==> config.mk <==
export PLATFORM = sky130hd
export DESIGN_NAME = spike_tag_queue
export DESIGN_NICKNAME = d
export VERILOG_FILES = /design/src/rtl/spike_tag_queue_pkg.sv /design/src/rtl/spike_tag_queue_tag_fifo.sv /design/src/rtl/spike_tag_queue.sv
export SDC_FILE = /design/constraint.sdc
export NUM_CORES = 1
export LEC_CHECK = 0
export BUFFER_PORTS_ARGS = -buffer_cell sky130_fd_sc_hd__buf_2
export CORE_UTILIZATION = 52
export DETAILED_ROUTE_END_ITERATION = 8
export GPL_TIMING_DRIVEN = 0
export PLACE_DENSITY = 0.76
export SLEW_MARGIN = 5
export SYNTH_ARGS = -nofsm -noshare
export SYNTH_HDL_FRONTEND = slang
export SYNTH_SLANG_ARGS = --single-unit
==> constraint.sdc <==
create_clock -name clk -period 3.1 [get_ports clk]
set_input_delay 0.31 -clock clk [delete_from_list [all_inputs] [get_ports clk]]
set_output_delay 0.31 -clock clk [all_outputs]
set_load 0.01 [all_outputs]
==> src/rtl/spike_tag_queue_pkg.sv <==
`default_nettype none
// ============================================================================
//  Module      : spike_tag_queue_pkg
//  Description : Shared defaults and state encodings for the fired-tag
//                queue that feeds the compute-in-memory accumulator.
//  Revision    : 1.0 - initial release
// ============================================================================
package spike_tag_queue_pkg;

    localparam int c_tagbits_default    = 4;
    localparam int c_depth_log2_default = 4;
    localparam int c_stepbits_default   = 16;

    // Gray-ordered so each legal transition flips a single bit.
    typedef logic [1:0] state_t;
    localparam state_t c_st_accept    = 2'b00;
    localparam state_t c_st_drain     = 2'b01;
    localparam state_t c_st_swap_req  = 2'b11;
    localparam state_t c_st_swap_wait = 2'b10;

endpackage
`default_nettype wire

==> src/rtl/spike_tag_queue_tag_fifo.sv <==
`default_nettype none
// ============================================================================
//  Module      : tag_fifo
//  Description : Show-ahead synchronous FIFO. The head entry is held in a
//                register so it is defined out of reset and keeps its last
//                value once the queue empties.
//  Revision    : 1.0 - initial release
// ============================================================================
module tag_fifo #(
    parameter int WIDTH      = 4,
    parameter int DEPTH_LOG2 = 4
) (
    input  logic                  clk,
    input  logic                  reset,
    input  logic                  i_push,
    input  logic [WIDTH-1:0]      i_push_data,
    input  logic                  i_pop,
    output logic [WIDTH-1:0]      o_head,
    output logic                  o_empty,
    output logic                  o_full,
    output logic [DEPTH_LOG2:0]   o_count
);

    localparam int                c_depth      = 2 ** DEPTH_LOG2;
    localparam logic [DEPTH_LOG2:0] c_full_count = (DEPTH_LOG2 + 1)'(c_depth);
    localparam logic [DEPTH_LOG2:0] c_one        = (DEPTH_LOG2 + 1)'(1);

    logic [WIDTH-1:0]      r_mem [c_depth];
    logic [DEPTH_LOG2-1:0] r_rd_ptr;
    logic [DEPTH_LOG2-1:0] r_wr_ptr;
    logic [DEPTH_LOG2:0]   r_count;
    logic [WIDTH-1:0]      r_head;

    logic                  w_pop;
    logic                  w_push;
    logic [DEPTH_LOG2-1:0] w_rd_next;

    assign o_empty   = (r_count == '0);
    assign o_full    = (r_count == c_full_count);
    assign w_pop     = i_pop && !o_empty;
    // A pop in the same cycle frees the slot, so a full queue still accepts.
    assign w_push    = i_push && (!o_full || w_pop);
    assign w_rd_next = r_rd_ptr + 1'b1;
    assign o_head    = r_head;
    assign o_count   = r_count;

    // Storage array: written on every accepted push, never reset.
    always_ff @(posedge clk) begin
        if (w_push) begin
            r_mem[r_wr_ptr] <= i_push_data;
        end
    end

    // Pointers, occupancy and the show-ahead head register.
    always_ff @(posedge clk or posedge reset) begin
        if (reset) begin
            r_rd_ptr <= '0;
            r_wr_ptr <= '0;
            r_count  <= '0;
            r_head   <= '0;
        end else begin
            if (w_push) begin
                r_wr_ptr <= r_wr_ptr + 1'b1;
            end
            if (w_pop) begin
                r_rd_ptr <= w_rd_next;
            end
            case ({w_push, w_pop})
                2'b10:   r_count <= r_count + 1'b1;
                2'b01:   r_count <= r_count - 1'b1;
                default: r_count <= r_count;
            endcase
            // Next head comes from storage if more entries remain, otherwise
            // straight from the incoming push when the queue was/becomes empty.
            if (w_pop && (r_count > c_one)) begin
                r_head <= r_mem[w_rd_next];
            end else if (w_push && (o_empty || w_pop)) begin
                r_head <= i_push_data;
            end
        end
    end

endmodule
`default_nettype wire

==> src/rtl/spike_tag_queue.sv <==
`default_nettype none
// ============================================================================
//  Module      : spike_tag_queue
//  Description : Collects fired-neuron tags for one timestep, drops repeats,
//                queues them for the accumulator and sequences the
//                end-of-step buffer swap handshake.
//  Revision    : 1.0 - initial release
// ============================================================================
module spike_tag_queue
    import spike_tag_queue_pkg::*;
#(
    parameter int TAGBITS    = c_tagbits_default,
    parameter int NUMNEURONS = 2 ** TAGBITS,
    parameter int DEPTH_LOG2 = c_depth_log2_default,
    parameter int STEPBITS   = c_stepbits_default
) (
    input  logic                  clk,
    input  logic                  reset,
    input  logic                  fire_valid,
    input  logic [TAGBITS-1:0]    fire_tag,
    input  logic                  step_done,
    input  logic                  req_deq,
    input  logic                  busy,
    output logic [TAGBITS-1:0]    fired_tag,
    output logic                  fifo_empty,
    output logic                  swap,
    output logic                  accept,
    output logic                  step_ready,
    output logic [DEPTH_LOG2:0]   count,
    output logic                  overflow,
    output logic                  underflow,
    output logic [STEPBITS-1:0]   step_count
);

    state_t                r_state;
    state_t                w_state_next;
    logic [NUMNEURONS-1:0] r_seen;
    logic                  r_seen_busy;
    logic                  r_swap;
    logic                  r_step_ready;
    logic [STEPBITS-1:0]   r_step_count;
    logic                  r_overflow;
    logic                  r_underflow;

    logic                  w_fifo_full;
    logic                  w_pop_ok;
    logic                  w_push_req;
    logic                  w_push_drop;
    logic                  w_push_ok;
    logic                  w_step_end;

    assign w_pop_ok    = req_deq && !fifo_empty;
    assign w_push_req  = (r_state == c_st_accept) && fire_valid && !r_seen[fire_tag];
    assign w_push_drop = w_push_req && w_fifo_full && !w_pop_ok;
    assign w_push_ok   = w_push_req && !w_push_drop;
    // Consumer must have been seen busy after the swap and then gone idle.
    assign w_step_end  = (r_state == c_st_swap_wait) && r_seen_busy && !busy;

    assign accept      = (r_state == c_st_accept);
    assign swap        = r_swap;
    assign step_ready  = r_step_ready;
    assign step_count  = r_step_count;
    assign overflow    = r_overflow;
    assign underflow   = r_underflow;

    tag_fifo #(
        .WIDTH      (TAGBITS),
        .DEPTH_LOG2 (DEPTH_LOG2)
    ) u_tag_fifo (
        .clk         (clk),
        .reset       (reset),
        .i_push      (w_push_ok),
        .i_push_data (fire_tag),
        .i_pop       (req_deq),
        .o_head      (fired_tag),
        .o_empty     (fifo_empty),
        .o_full      (w_fifo_full),
        .o_count     (count)
    );

    // Next-state decode for the timestep handshake.
    always_comb begin
        w_state_next = r_state;
        case (r_state)
            c_st_accept:    if (step_done) w_state_next = c_st_drain;
            c_st_drain:     if (fifo_empty && !busy) w_state_next = c_st_swap_req;
            c_st_swap_req:  w_state_next = c_st_swap_wait;
            c_st_swap_wait: if (w_step_end) w_state_next = c_st_accept;
            default:        w_state_next = c_st_accept;
        endcase
    end

    // State register, handshake pulses, duplicate bitmap and sticky flags.
    always_ff @(posedge clk or posedge reset) begin
        if (reset) begin
            r_state      <= c_st_accept;
            r_seen       <= '0;
            r_seen_busy  <= 1'b0;
            r_swap       <= 1'b0;
            r_step_ready <= 1'b0;
            r_step_count <= '0;
            r_overflow   <= 1'b0;
            r_underflow  <= 1'b0;
        end else begin
            r_state      <= w_state_next;
            r_swap       <= (w_state_next == c_st_swap_req);
            r_step_ready <= w_step_end;
            if (w_step_end) begin
                r_step_count <= r_step_count + 1'b1;
            end
            if (r_state == c_st_swap_req) begin
                r_seen_busy <= 1'b0;
            end else if ((r_state == c_st_swap_wait) && busy) begin
                r_seen_busy <= 1'b1;
            end
            if (w_step_end) begin
                r_seen <= '0;
            end else if (w_push_ok) begin
                r_seen[fire_tag] <= 1'b1;
            end
            if (w_push_drop) begin
                r_overflow <= 1'b1;
            end
            if (req_deq && fifo_empty) begin
                r_underflow <= 1'b1;
            end
        end
    end

endmodule
`default_nettype wire

Word-level counts from Yosys, hierarchy flattened
Memories as Yosys holds them, arrays and structs flattened.
Cells that the tools add are included.
- register bits: 56
- memory bits (writable): 64
- output and inout port bits: 31
- logic and storage cells: 75
- memories kept: 1
- memory list (memory ; depth ; width ; read ports ; clocked after Yosys merged registers in ; write ports ; line ; text):
    u_tag_fifo.r_mem ; 16 ; 4 ; 1 ; 0 ; 1 ; spike_tag_queue_tag_fifo.sv:28 ; logic [WIDTH-1:0] r_mem [c_depth];
- add/subtract/negate cells: 5
- $lt $le $gt $ge: 3
- eq/ne operators: 7
- mux-type cells: 17
- bitwise gates (word level): 1
- reduce and logical (&&, ||, !) cells: 29
- operators by type and width (operator ; count):
    16-bit 2-to-1 mux ; 2
    16-bit by 1-bit adder with 16-bit output (second input constant) ; 1
    16-bit bitwise OR ; 1
    1-bit logical AND ; 15
    5-bit case mux with 2 select lines ; 1
    4-bit by 1-bit adder with 4-bit output (second input constant) ; 2
    2-bit equality test (second input constant) ; 4
    4-bit 2-to-1 mux ; 2
    2-bit case mux with 4 select lines ; 1
    2-bit nonzero test ; 4
    1-bit zero test ; 6
    1-bit 2-to-1 mux ; 6
    2-bit 2-to-1 mux ; 3
    5-bit by 1-bit adder with 5-bit output (second input constant) ; 1
    5-bit equality test (second input constant) ; 1
    5-bit by 1-bit greater-than comparator with 1-bit output (second input constant) ; 1
    5-bit zero test ; 1
    4-bit by 5-bit < comparator with 1-bit output (second input constant) ; 1
    5-bit by 1-bit subtractor with 5-bit output (second input constant) ; 1
    1-bit binary-select mux with 4-bit select ; 1
    1-bit demux with 4-bit select ; 1
    2-bit by 1-bit equality test with 1-bit output (second input constant) ; 2
    4-bit by 1-bit >= comparator with 1-bit output (second input constant) ; 1
    2-bit zero test ; 1
    1-bit logical OR ; 2

Longest topological paths before layout
Gate-level depths: netlist (run 1).
- word-level depth: 12
- mapped depth: 8

Modules after synthesis
Synthesis (run 1) repeated with hierarchy kept, for this count alone.
- cells, all modules: 434
- area, all modules: 5733.0 µm²
- by module, submodules not included (module ; instances ; cells an instance ; area an instance (µm²)):
    tag_fifo ; 1 ; 269 ; 3875.0
    spike_tag_queue ; 1 ; 165 ; 1858.0

Worst setup path before layout (run 1)
No wires, ideal clock.
- path kind: in2reg
- start point: input port fire_tag[0]
- end point: memory u_tag_fifo.r_mem[3][0] (enable)
- library setup time: 0.361 ns
- data arrival time: 1.945 ns
- data required time: 2.739 ns
- slack: 0.794 ns
- stages: 7
- path through: buf_6 > mux4_2 > a22oi_4 > and3_4 > buf_8 > nand3_2 > nor3_1
- word-level cells in the longest chain between the ends: 11
- ends and longest elaborated chain (what ; line ; text):
    start, declared ; spike_tag_queue.sv:20 ; input logic [TAGBITS-1:0] fire_tag,
    1-bit binary-select mux with 4-bit select * ; spike_tag_queue.sv:53 ; assign w_push_req = (r_state == c_st_accept) && fire_valid && !r_seen[fire_tag];
    1-bit 2-to-1 mux (implied by the code) * ; spike_tag_queue.sv:53 ;
    1-bit zero test * ; spike_tag_queue.sv:53 ;
    1-bit logical AND * ; spike_tag_queue.sv:53 ;
    1-bit logical AND (2 in series) ; spike_tag_queue.sv:54 ; assign w_push_drop = w_push_req && w_fifo_full && !w_pop_ok;
    1-bit zero test ; spike_tag_queue.sv:55 ; assign w_push_ok = w_push_req && !w_push_drop;
    1-bit logical AND * ; spike_tag_queue.sv:55 ;
    1-bit logical AND * ; spike_tag_queue_tag_fifo.sv:42 ; assign w_push = i_push && (!o_full || w_pop);
    1-bit 2-to-1 mux * ; spike_tag_queue_tag_fifo.sv:49 ; if (w_push) begin
    1-bit 2-to-1 mux (implied by the code) * ; spike_tag_queue_tag_fifo.sv:50 ; r_mem[r_wr_ptr] <= i_push_data;
    end, declared ; spike_tag_queue_tag_fifo.sv:28 ;
Mark *: on every way between the ends. The rest lies on a longest branch, timed or not. The select of a mux whose other input is x is not followed.

Worst setup path in the final report (run 1)
- start point: register u_tag_fifo.r_rd_ptr[1]
- end point: register u_tag_fifo.r_head[1] (netlist: u_tag_fifo.o_head[1])
- word-level cells in the longest chain between the ends: 3
- ends and longest elaborated chain (what ; line ; text):
    start, declared ; spike_tag_queue_tag_fifo.sv:29 ; logic [DEPTH_LOG2-1:0] r_rd_ptr;
    start signal, assigned ; spike_tag_queue_tag_fifo.sv:66 ; r_rd_ptr <= w_rd_next;
    4-bit by 1-bit adder with 4-bit output ; spike_tag_queue_tag_fifo.sv:43 ; assign w_rd_next = r_rd_ptr + 1'b1;
    named net u_tag_fifo.w_rd_next[1] ; spike_tag_queue_tag_fifo.sv:36 ; logic [DEPTH_LOG2-1:0] w_rd_next;
    memory 16 x 4 bit ; - ;
    4-bit 2-to-1 mux ; spike_tag_queue_tag_fifo.sv:75 ; if (w_pop && (r_count > c_one)) begin
    end signal, assigned ; spike_tag_queue_tag_fifo.sv:76 ; r_head <= r_mem[w_rd_next];
    end signal, assigned ; spike_tag_queue_tag_fifo.sv:78 ; r_head <= i_push_data;
    end, declared ; spike_tag_queue_tag_fifo.sv:32 ; logic [WIDTH-1:0] r_head;
The timed path passes the listed nets, and every way through them passes these cells.
A chain may end at the register's enable or synchronous reset.

==> out/results.txt, run 1 <==
Num Clock Sinks - 120
Gr usage total - 0.229
Vias per Instance - 5.77
Initial Utilization - 0.542
Worst r2r path cells - 6
Pin count of the biggest net entering global routing - 35
Clock skew - 0.0110 ns
Post-CTS setup buffer count - 0
Critical Path Max Stage Delay - 0.59 ns
Worst Hold End - underflow
Area growth syn-to-layout - 17.9%
Clk pin slew, worst setup/hold paths - 0.06 ns
Crit path capture type - register
Worst Setup SP - u_tag_fifo.r_rd_ptr[1]
H-tree depth - 4
Post-synth EDFFs - 64
Reg2reg setup slack - 0.40 ns
Max-Cap Viols - 0
Clk root buf - clkbuf_8
Register area share after synthesis - 0.619
Worst hold slack - 0.0474 ns
DRT iter0 DRCs - 236
Hold WC Path Type - in2reg
Num ports - 41
Synth Flop Type - edfxtp_1
Maximum vdd drop - 0.000499 V
Power Total - 5.79 mW
Distinct cells, synth - 49
Syn Area/Cell - 14.3 um2
Max Root-Sink Buffers - 2
Core Region - 9910 um2
DIE AREA - 10700 um2
# rows - 36
Max frequency - 0.370 GHz
Final setup fails - 0
Crit Reg-Reg Startpoint - u_tag_fifo.r_rd_ptr[1]
Layout Nets - 458
Crit path cell chain - ha_1 -> clkbuf_1 -> mux4_2 -> mux4_2 -> nor2_1 -> a21oi_1
Global placer's final weighted congestion - 0.797
Die width - 104 um
Design Area, Final - 6330 um2
Post-synth top area share - 0.358
Synth warn - 0
Slew @ Worst Pin - 1.18 ns
Outcome - completed
Vias - 3372
Slowest stage cell, crit path - clkbuf_1
Number of global-route vias before repair - 3477
Async set or reset register ratio after synthesis - 0.467
Routed WL per cell - 18.9 um
Pwr per Cell Area - 915 nW/um2
Post-DP HPWL - 7.45 mm
P_leak - 2.63 nW
Synth top area cells - edfxtp_1 36%, dfrtp_1 26%, mux4_2 8.0%
Slew headroom - 0.205
CTS buffer count - 17
DRT antenna net count - 0
Hold Path Stages - 2
# resized after CTS - 0
CP Data Arrival Time - 3.04 ns
Fraction of layout cells with a size suffix above 1 - 0.253
Fin. max-slew vios - 0
Hold Fails Final Rpt - 0
Data required time of the critical path - 3.44 ns
Clock Latency Late Sink - 0.52 ns
Gate Count Post-Synth - 375
Initial antenna violation count - 0
First-pass GRT wire length - 18.3 mm
DR pass1 iterations - 4
WL final - 11.1 mm
RSZ-0062 raised after global routing - false
Min Tclk post-route - 2.70 ns
Final Cycle Share - 0.871
Total global routing overflow - 0
Die Ht - 104 um
CTS tree - built
Yosys reg bits - 120
Most common cell on crit path - mux4_2
Min-delay src - req_deq
Syn Nets - 395
CP max FO - 10
Dpl cell area - 5760 um2
Critical Path Source Type - register
Port buffer count - 40
Antenna diodes - 0
Crit Path Class - reg2reg
Dominant cell type by area after synthesis - edfxtp_1
Hold_buf cts - 3
DR DRC count - 0
Cell area after synthesis - 5370 um2
RR Endpoint - u_tag_fifo.o_head[1]
per-stage QoR:
stage / TNS (ns) / std cells / worst slack, ns / util
detailed placement: -0.174 / 549 / -0.0437 / 0.581
floorplan: 0 / 375 / 0.794 / -
CTS: 0 / 584 / 0.388 / 0.639
finish: 0 / 584 / 0.400 / 0.639
global placement: 0 / 548 / 0.0510 / 0.579
global route: 0 / 584 / 0.284 / 0.639
worst max-delay path: cells and delay by family, from the launching register on:
| kind | cells | cell delay (ns) |
|---|---|---|
| buffers and inverters | 1 | 0.59 |
| AOI/OAI and AO/OA | 1 | 0.05 |
| adders and majority gates | 1 | 0.48 |
| and+or+nand+nor | 1 | 0.11 |
| muxes | 2 | 0.91 |
| DFF | 1 | 0.40 |
worst max-delay path by stage:
stage                                        end  slack, ns  cells past startpoint
after floorplan           u_tag_fifo.r_mem[3][0]       0.79                      7
after CTS                   u_tag_fifo.o_head[1]       0.39                      6
after global routing        u_tag_fifo.o_head[1]       0.28                      6
after global placement    u_tag_fifo.r_mem[0][0]       0.05                      8
final                       u_tag_fifo.o_head[1]       0.40                      6
after detailed placement  u_tag_fifo.r_mem[0][0]      -0.04                      8
cells in the final DEF (no fill, tap or decap), types with 3 or more instances in the layout:
cell and count:
and3_1 12, dfrtp_1 56, edfxtp_1 64, clkinv_2 4, o21ai_0 4, nand2_1 16
nor3_1 4, buf_2 44, nand3_2 3, inv_1 8, nand3_1 14, mux2i_1 7
and2_1 3, xnor2_1 19, mux2_2 6, nand4_1 4, a41oi_1 17, a21oi_1 7
clkbuf_8 7, clkbuf_1 10, clkbuf_16 16, nor2b_1 10, mux4_2 19, nor2_1 36
dlygate4sd3_1 3, xor2_1 9, a31oi_1 3, ha_1 10
state kept, by name, indices dropped and copies added (netlist names):
name                 count
r_state                  2
u_tag_fifo.r_rd_ptr      4
u_tag_fifo.r_wr_ptr      4
step_count              16
u_tag_fifo.o_head        4
r_seen_busy              1
u_tag_fifo.r_mem        64
overflow                 1
step_ready               1
swap                     1
u_tag_fifo.o_count       5
underflow                1
r_seen                  16
where the power goes:
part	internal [mW]	leakage [nW]	switching [mW]
clock	1.10	0.275	0.661
combinational	0.865	1.06	0.988
sequential	1.96	1.29	0.217
kinds of logic after synthesis:
logic type / synth area share
flops: 0.619
simple gates: 0.112
compound gates: 0.0615
mux: 0.112
xor+xnor: 0.0457
buf+inv: 0.0261
fa+ha+maj: 0.0233
routing by layer:
| layer | share of wire | global-route usage |
|---|---|---|
| met2 | 0.50 | 0.360 |
| met4 | 0.014 | 0.0973 |
| met3 | 0.061 | 0.0629 |
| met5 | 0 | 0 |
| met1 | 0.43 | 0.301 |
synthesized netlist by cell type (2+ instances only):
cell type	number
nand3_1	14
nor3_2	2
xnor2_1	19
mux2i_1	7
mux4_2	19
ha_1	10
xor2_1	9
and3_1	12
a41oi_1	17
inv_1	9
nor2b_1	10
buf_1	2
clkbuf_1	8
mux2_2	6
a21o_1	2
nor2_1	36
and2_1	3
buf_2	4
and3b_1	2
a31oi_1	3
nor3_1	4
edfxtp_1	64
nand3_2	3
nand4_1	4
o21ai_0	4
a222oi_1	2
buf_8	2
dfrtp_1	56
nand2_1	16
a21oi_1	7
final cells by class:
cell class                      instances  area, um2
Buffer                                 18        106
Sequential cell                       120       3320
Clock inverter                          7       40.0
Tap cell                              133        166
Timing Repair Buffer                   44        250
Clock buffer                           25        504
Multi-Input combinational cell        228       1910
Fill cell                             720       3580
Inverter                                9       33.8
No activity file was read; power rests on OpenSTA's default activity.
==> run 2, diff against run 1 <==
Settings changed: REMOVE_ABC_BUFFERS set to 1.
==> run 2 against run 1 <==
  * Setup slack worse by 0.21 ns
  * Combinational power down 9%
  * Wire length down 5.9%
  * Power up 2.0%
  * Cell count down 3.1%
  * Count of clock-buffer cells in the layout down 3
  * Non-clock buffer count down 18
  * Clock power up 10%
  * Critical path type is now in2reg
  * Largest power group unchanged
==> out/results.txt, run 2 (synthesis results as in run 1) <==
Max reg flops - 64
Power Total - 5.91 mW
CTS buffer count - 17
Post-CTS setup buffer count - 0
First-pass GRT wire length - 17.4 mm
Crit Path Class - in2reg
Non-filler cells, final - 566
DIE AREA - 10700 um2
Max frequency - 0.343 GHz
Total global routing overflow - 0
CTS tree - built
Internal Power - 4.01 mW
Clock power frac - 0.328
Min Tclk post-route - 2.91 ns
Top reg by flops - u_tag_fifo.r_mem
Outcome - completed
Clk root buf - clkbuf_8
Slowest stage cell, crit path - mux4_1
Area growth syn-to-layout - 17.5%
Layout Nets - 440
Logic pwr share - 0.285
Area occupied by registers - 3320 um2
Max-Cap Viols - 0
Layout Utilization - 0.637
DR pass1 iterations - 5
Vias per Instance - 5.87
Pin count of the biggest net entering global routing - 31
DRT iter0 DRCs - 246
Sequential share of power - 0.386
Num Clock Sinks - 120
P_leak - 2.61 nW
Initial antenna violation count - 0
Max Root-Sink Buffers - 2
Vias - 3324
H-tree depth - 4
Pwr per Cell Area - 936 nW/um2
Post-route setup slack - 0.189 ns
Clock Latency Late Sink - 0.51 ns
Die width - 104 um
DR DRC count - 0
Sw power - 1.90 mW
# rows - 36
Maximum vdd drop - 0.000539 V
Initial Utilization - 0.542
Fin. max-slew vios - 0
Commonest non-fill, non-tap cell in the layout - edfxtp_1
Kind of cell adding the most delay to the critical path - simple AND/OR/NAND/NOR gates
DRT antenna net count - 0
Routed WL per cell - 18.4 um
Critical Path Max Stage Delay - 0.68 ns
Global placer's final weighted congestion - 0.785
Area occupied by multi-input gates - 1930 um2
Switch share - 0.321
CP max FO - 30
Critical Path Source Type - input port
Hold WC Path Type - in2reg
Number of buffers and inverters on the critical path - 1
Fill cells - 736
Port buffer count - 40
Num ports - 41
Final Cycle Share - 0.939
Crit path cell chain - buf_2 -> mux4_1 -> a22oi_4 -> and3_4 -> nand3_1 -> nor3_1
Most frequent cells in the layout - 64 x edfxtp_1, 55 x dfrtp_1, 40 x buf_2
Placed cell count - 532
WL final - 10.4 mm
Core Region - 9910 um2
Crit path capture type - register
Final setup fails - 0
Antenna diodes - 0
Number of global-route vias before repair - 3358
Slew @ Worst Pin - 0.793 ns
Gr usage total - 0.210
Post-Place Setup Slack - -0.306 ns
CP Data Arrival Time - 3.05 ns
Clk pin slew, worst setup/hold paths - 0.06 ns
Die Ht - 104 um
Clock skew - 0.00949 ns
RSZ-0062 raised after global routing - false
Data required time of the critical path - 3.23 ns
Fraction of layout cells with a size suffix above 1 - 0.256
Post-DP HPWL - 6.49 mm
Hold Fails Final Rpt - 0
Slew headroom - 0.467
-- run 2: changes by cell type in the layout (fill, tap and decap cells not counted), sizes merged --
| cell | delta |
|---|---|
| bufinv | +1 |
| dlygate4sd3 | -2 |
| buf | -8 |
| clkbuf | -11 |
| inv | +3 |
| clkinv | -1 |
-- run 2: worst reg2reg max path, delay by kind of cell, from the launching register on --
family             cells  cell delay (ns)
DFF                    1             0.40
muxes                  1             0.54
and+or+nand+nor        3             1.34
AOI/OAI and AO/OA      1             0.26
-- run 2: repair_timing --
action | CTS | global route
hold buffers | 1 | 0
setup endpoints to repair | 4 | 0
gates resized for setup | 1 | 0
hold endpoints to repair | 28 | 0
-- run 2: layout make-up --
type | count | share of cell area
sequential | 120 | 0.527
timing repair buffer | 44 | 0.0407
inverter | 9 | 0.00535
clock inverter | 10 | 0.0163
tap | 133 | 0.0264
multi-input combinational | 228 | 0.306
clock buffer | 22 | 0.0787
-- run 2: path summary, 6_finish.rpt --
| check | start | endpoint | slack [ns] | depth (start not counted) |
|---|---|---|---|---|
| min reg2reg | underflow | underflow | 0.46 | 1 |
| max | fire_tag[0] | u_tag_fifo.r_mem[0][2] | 0.19 | 6 |
| max in group asynchronous | reset | u_tag_fifo.r_rd_ptr[0] | 2.11 | 4 |
| min | step_done | r_state[0] | 0.02 | 3 |
| min in group asynchronous | reset | step_count[12] | 0.42 | 3 |
| max reg2reg | r_seen[9] | u_tag_fifo.r_mem[0][2] | 0.19 | 5 |
-- run 2: per-layer routing --
metal	vias up	GRT usage	wire length, um
met5	-	0	0
met4	0	0.0642	129
met3	12	0.0516	419
met2	97	0.349	5410
met1	1712	0.274	4460
li1	1503	-	-
-- run 2: power groups by stage --
stage / sequential, mW / combinational [mW] / clock (mW)
detailed placement: 2.30 / 1.67 / 0
global placement: 2.27 / 1.61 / 0
finish: 2.28 / 1.69 / 1.94
CTS: 2.28 / 1.69 / 1.97
global route: 2.33 / 1.84 / 2.04
floorplan: 2.27 / 1.18 / 0
-- run 2: per-stage QoR --
stage / hold slack, ns / cell area [um2] / setup TNS, ns
final: 0.0218 / 6310 / 0
after global routing: 0.0374 / 6310 / 0
after CTS: 0.0161 / 6290 / 0
after detailed placement: 0.412 / 5680 / -3.98
after global placement: 0.435 / 5630 / -26.40
after floorplan: 0.392 / 5260 / -2.56
==> run 3, diff against run 2 <==
Settings changed: PLACE_DENSITY 0.76 to 0.78.
Clock period 3.1 ns to 2.5 ns, I/O delays scaled along.
==> run 3 against run 2 <==
  * Global-route usage grew 2.9 points
  * Via count grew 2.9%
  * Critical path type is now reg2reg
  * Clock power grew 28%
  * Setup slack lost 0.11 ns
==> out/results.txt, run 3 (synthesis results as in run 1) <==
Crit path capture type - register
Port buffer count - 40
Vias - 3421
Core Region - 9910 um2
CTS tree - built
DIE AREA - 10700 um2
Post-route setup slack - 0.0757 ns
Num Clock Sinks - 120
Crit Reg-Reg Startpoint - r_seen[13]
Commonest non-fill, non-tap cell in the layout - edfxtp_1
Pwr per Cell Area - 1180 nW/um2
Clock Latency Late Sink - 0.51 ns
Worst Setup SP - r_seen[13]
P_leak - 2.65 nW
Reg2reg setup slack - 0.08 ns
Hold WC Path Type - in2reg
Area occupied by registers - 3330 um2
WL final - 11.7 mm
Layout Utilization - 0.652
Initial Utilization - 0.542
Critical Path Source Type - register
CTS buffer count - 17
CP Data Arrival Time - 2.63 ns
Critical Path Stages - 5
Routed WL per cell - 20.3 um
Initial antenna violation count - 0
DR pass1 iterations - 5
Fraction of layout cells with a size suffix above 1 - 0.309
Fill cells - 681
Worst r2r path cells - 5
Slowest stage cell, crit path - a222oi_1
Top reg by flops - u_tag_fifo.r_mem
Global placer's final weighted congestion - 0.808
Area growth syn-to-layout - 20.2%
Kind of cell adding the most delay to the critical path - simple AND/OR/NAND/NOR gates
Slew @ Worst Pin - 1.17 ns
Post-Place Setup Slack - -0.686 ns
Layout Nets - 451
Clk root buf - clkbuf_8
Pin count of the biggest net entering global routing - 30
Maximum vdd drop - 0.000677 V
Number of buffers and inverters on the critical path - 0
# rows - 36
Clk pin slew, worst setup/hold paths - 0.06 ns
First-pass GRT wire length - 19.3 mm
Clock skew - 0.0113 ns
DR DRC count - 0
Area occupied by multi-input gates - 2000 um2
Max Root-Sink Buffers - 2
Final Cycle Share - 0.970
H-tree depth - 4
Min Tclk post-route - 2.42 ns
Data required time of the critical path - 2.71 ns
RSZ-0062 raised after global routing - false
Critical Path Max Stage Delay - 0.45 ns
Vias per Instance - 5.93
Post-DP HPWL - 6.75 mm
Hold Fails Final Rpt - 0
CP max FO - 7
Crit path cell chain - mux2_1 -> a222oi_1 -> and3_4 -> and2_1 -> and3_1
Final setup fails - 0
Most frequent cells in the layout - 64 x edfxtp_1, 54 x dfrtp_1, 40 x buf_2
Max frequency - 0.412 GHz
Die Ht - 104 um
Total global routing overflow - 0
Slew headroom - 0.207
RR Endpoint - u_tag_fifo.r_mem[6][0]
Worst setup path endpoint - u_tag_fifo.r_mem[6][0]
Max-Cap Viols - 0
Gr usage total - 0.239
Number of global-route vias before repair - 3562
DRT iter0 DRCs - 342
Fin. max-slew vios - 0
Num ports - 41
Max reg flops - 64
Die width - 104 um
Outcome - completed
Antenna diodes - 0
DRT antenna net count - 0
Crit Path Class - reg2reg
-- run 3: cell count changes in the layout (fill, tap and decap cells not counted), moves of 3 or more --
cell,delta
inv_2,+3
buf_4,+7
inv_1,-3
clkbuf_16,-3
and3_1,-4
dlygate4sd3_1,+3
nor3_1,-3
nor3_2,+3
and3_2,+5
-- run 3: worst min-delay path by stage --
stage                 from                      to  depth (start not counted)
3_5_place_dp         reset          step_count[13]                          2
5_1_grt        fire_tag[3]  u_tag_fifo.r_mem[7][3]                          1
4_1_cts        fire_tag[3]  u_tag_fifo.r_mem[5][3]                          1
2_1_floorplan         busy                    swap                          1
6_report       fire_tag[3]  u_tag_fifo.r_mem[6][3]                          1
3_3_place_gp     underflow               underflow                          1
-- run 3: final cells by class --
class | instances | share of cell area
Clock buffer | 18 | 0.0647
Clock inverter | 14 | 0.0295
Inverter | 9 | 0.00523
Sequential cell | 120 | 0.516
Timing Repair Buffer | 53 | 0.0502
Tap cell | 133 | 0.0258
Multi-Input combinational cell | 230 | 0.309
-- run 3: timing repair --
action | 4_1_cts | 5_1_grt
setup buffers | 6 | 1
pin swaps | 3 | 1
endpoints found under the hold margin | 32 | 0
gates cloned | 2 | 0
hold buffers | 4 | 0
endpoints found under the setup margin | 92 | 60
gates resized for setup | 12 | 11
-- run 3: power breakdown --
group / total (mW) / internal, mW / switching (mW)
logic: 2.27 / 1.11 / 1.16
registers: 2.86 / 2.43 / 0.426
clock network: 2.48 / 1.55 / 0.934
-- run 3: metrics by stage --
stage	instance area, um2	std cells	power [mW]	setup TNS, ns	hold slack (ns)
2_1_floorplan	5260	357	4.27	-13.59	0.332
3_3_place_gp	5630	530	4.81	-79.20	0.434
3_5_place_dp	5680	532	4.93	-40.00	0.386
4_1_cts	6420	576	7.60	0	0.224
5_1_grt	6460	577	7.97	0	0.225
6_report	6460	577	7.61	0	0.237
-- run 3: metal layers --
| layer | vias to the layer above | global-route usage | wire length [um] |
|---|---|---|---|
| met4 | 0 | 0.0694 | 109 |
| met3 | 12 | 0.0673 | 656 |
| met2 | 124 | 0.401 | 6150 |
| li1 | 1540 | - | - |
| met1 | 1745 | 0.304 | 4810 |
| met5 | - | 0 | 0 |
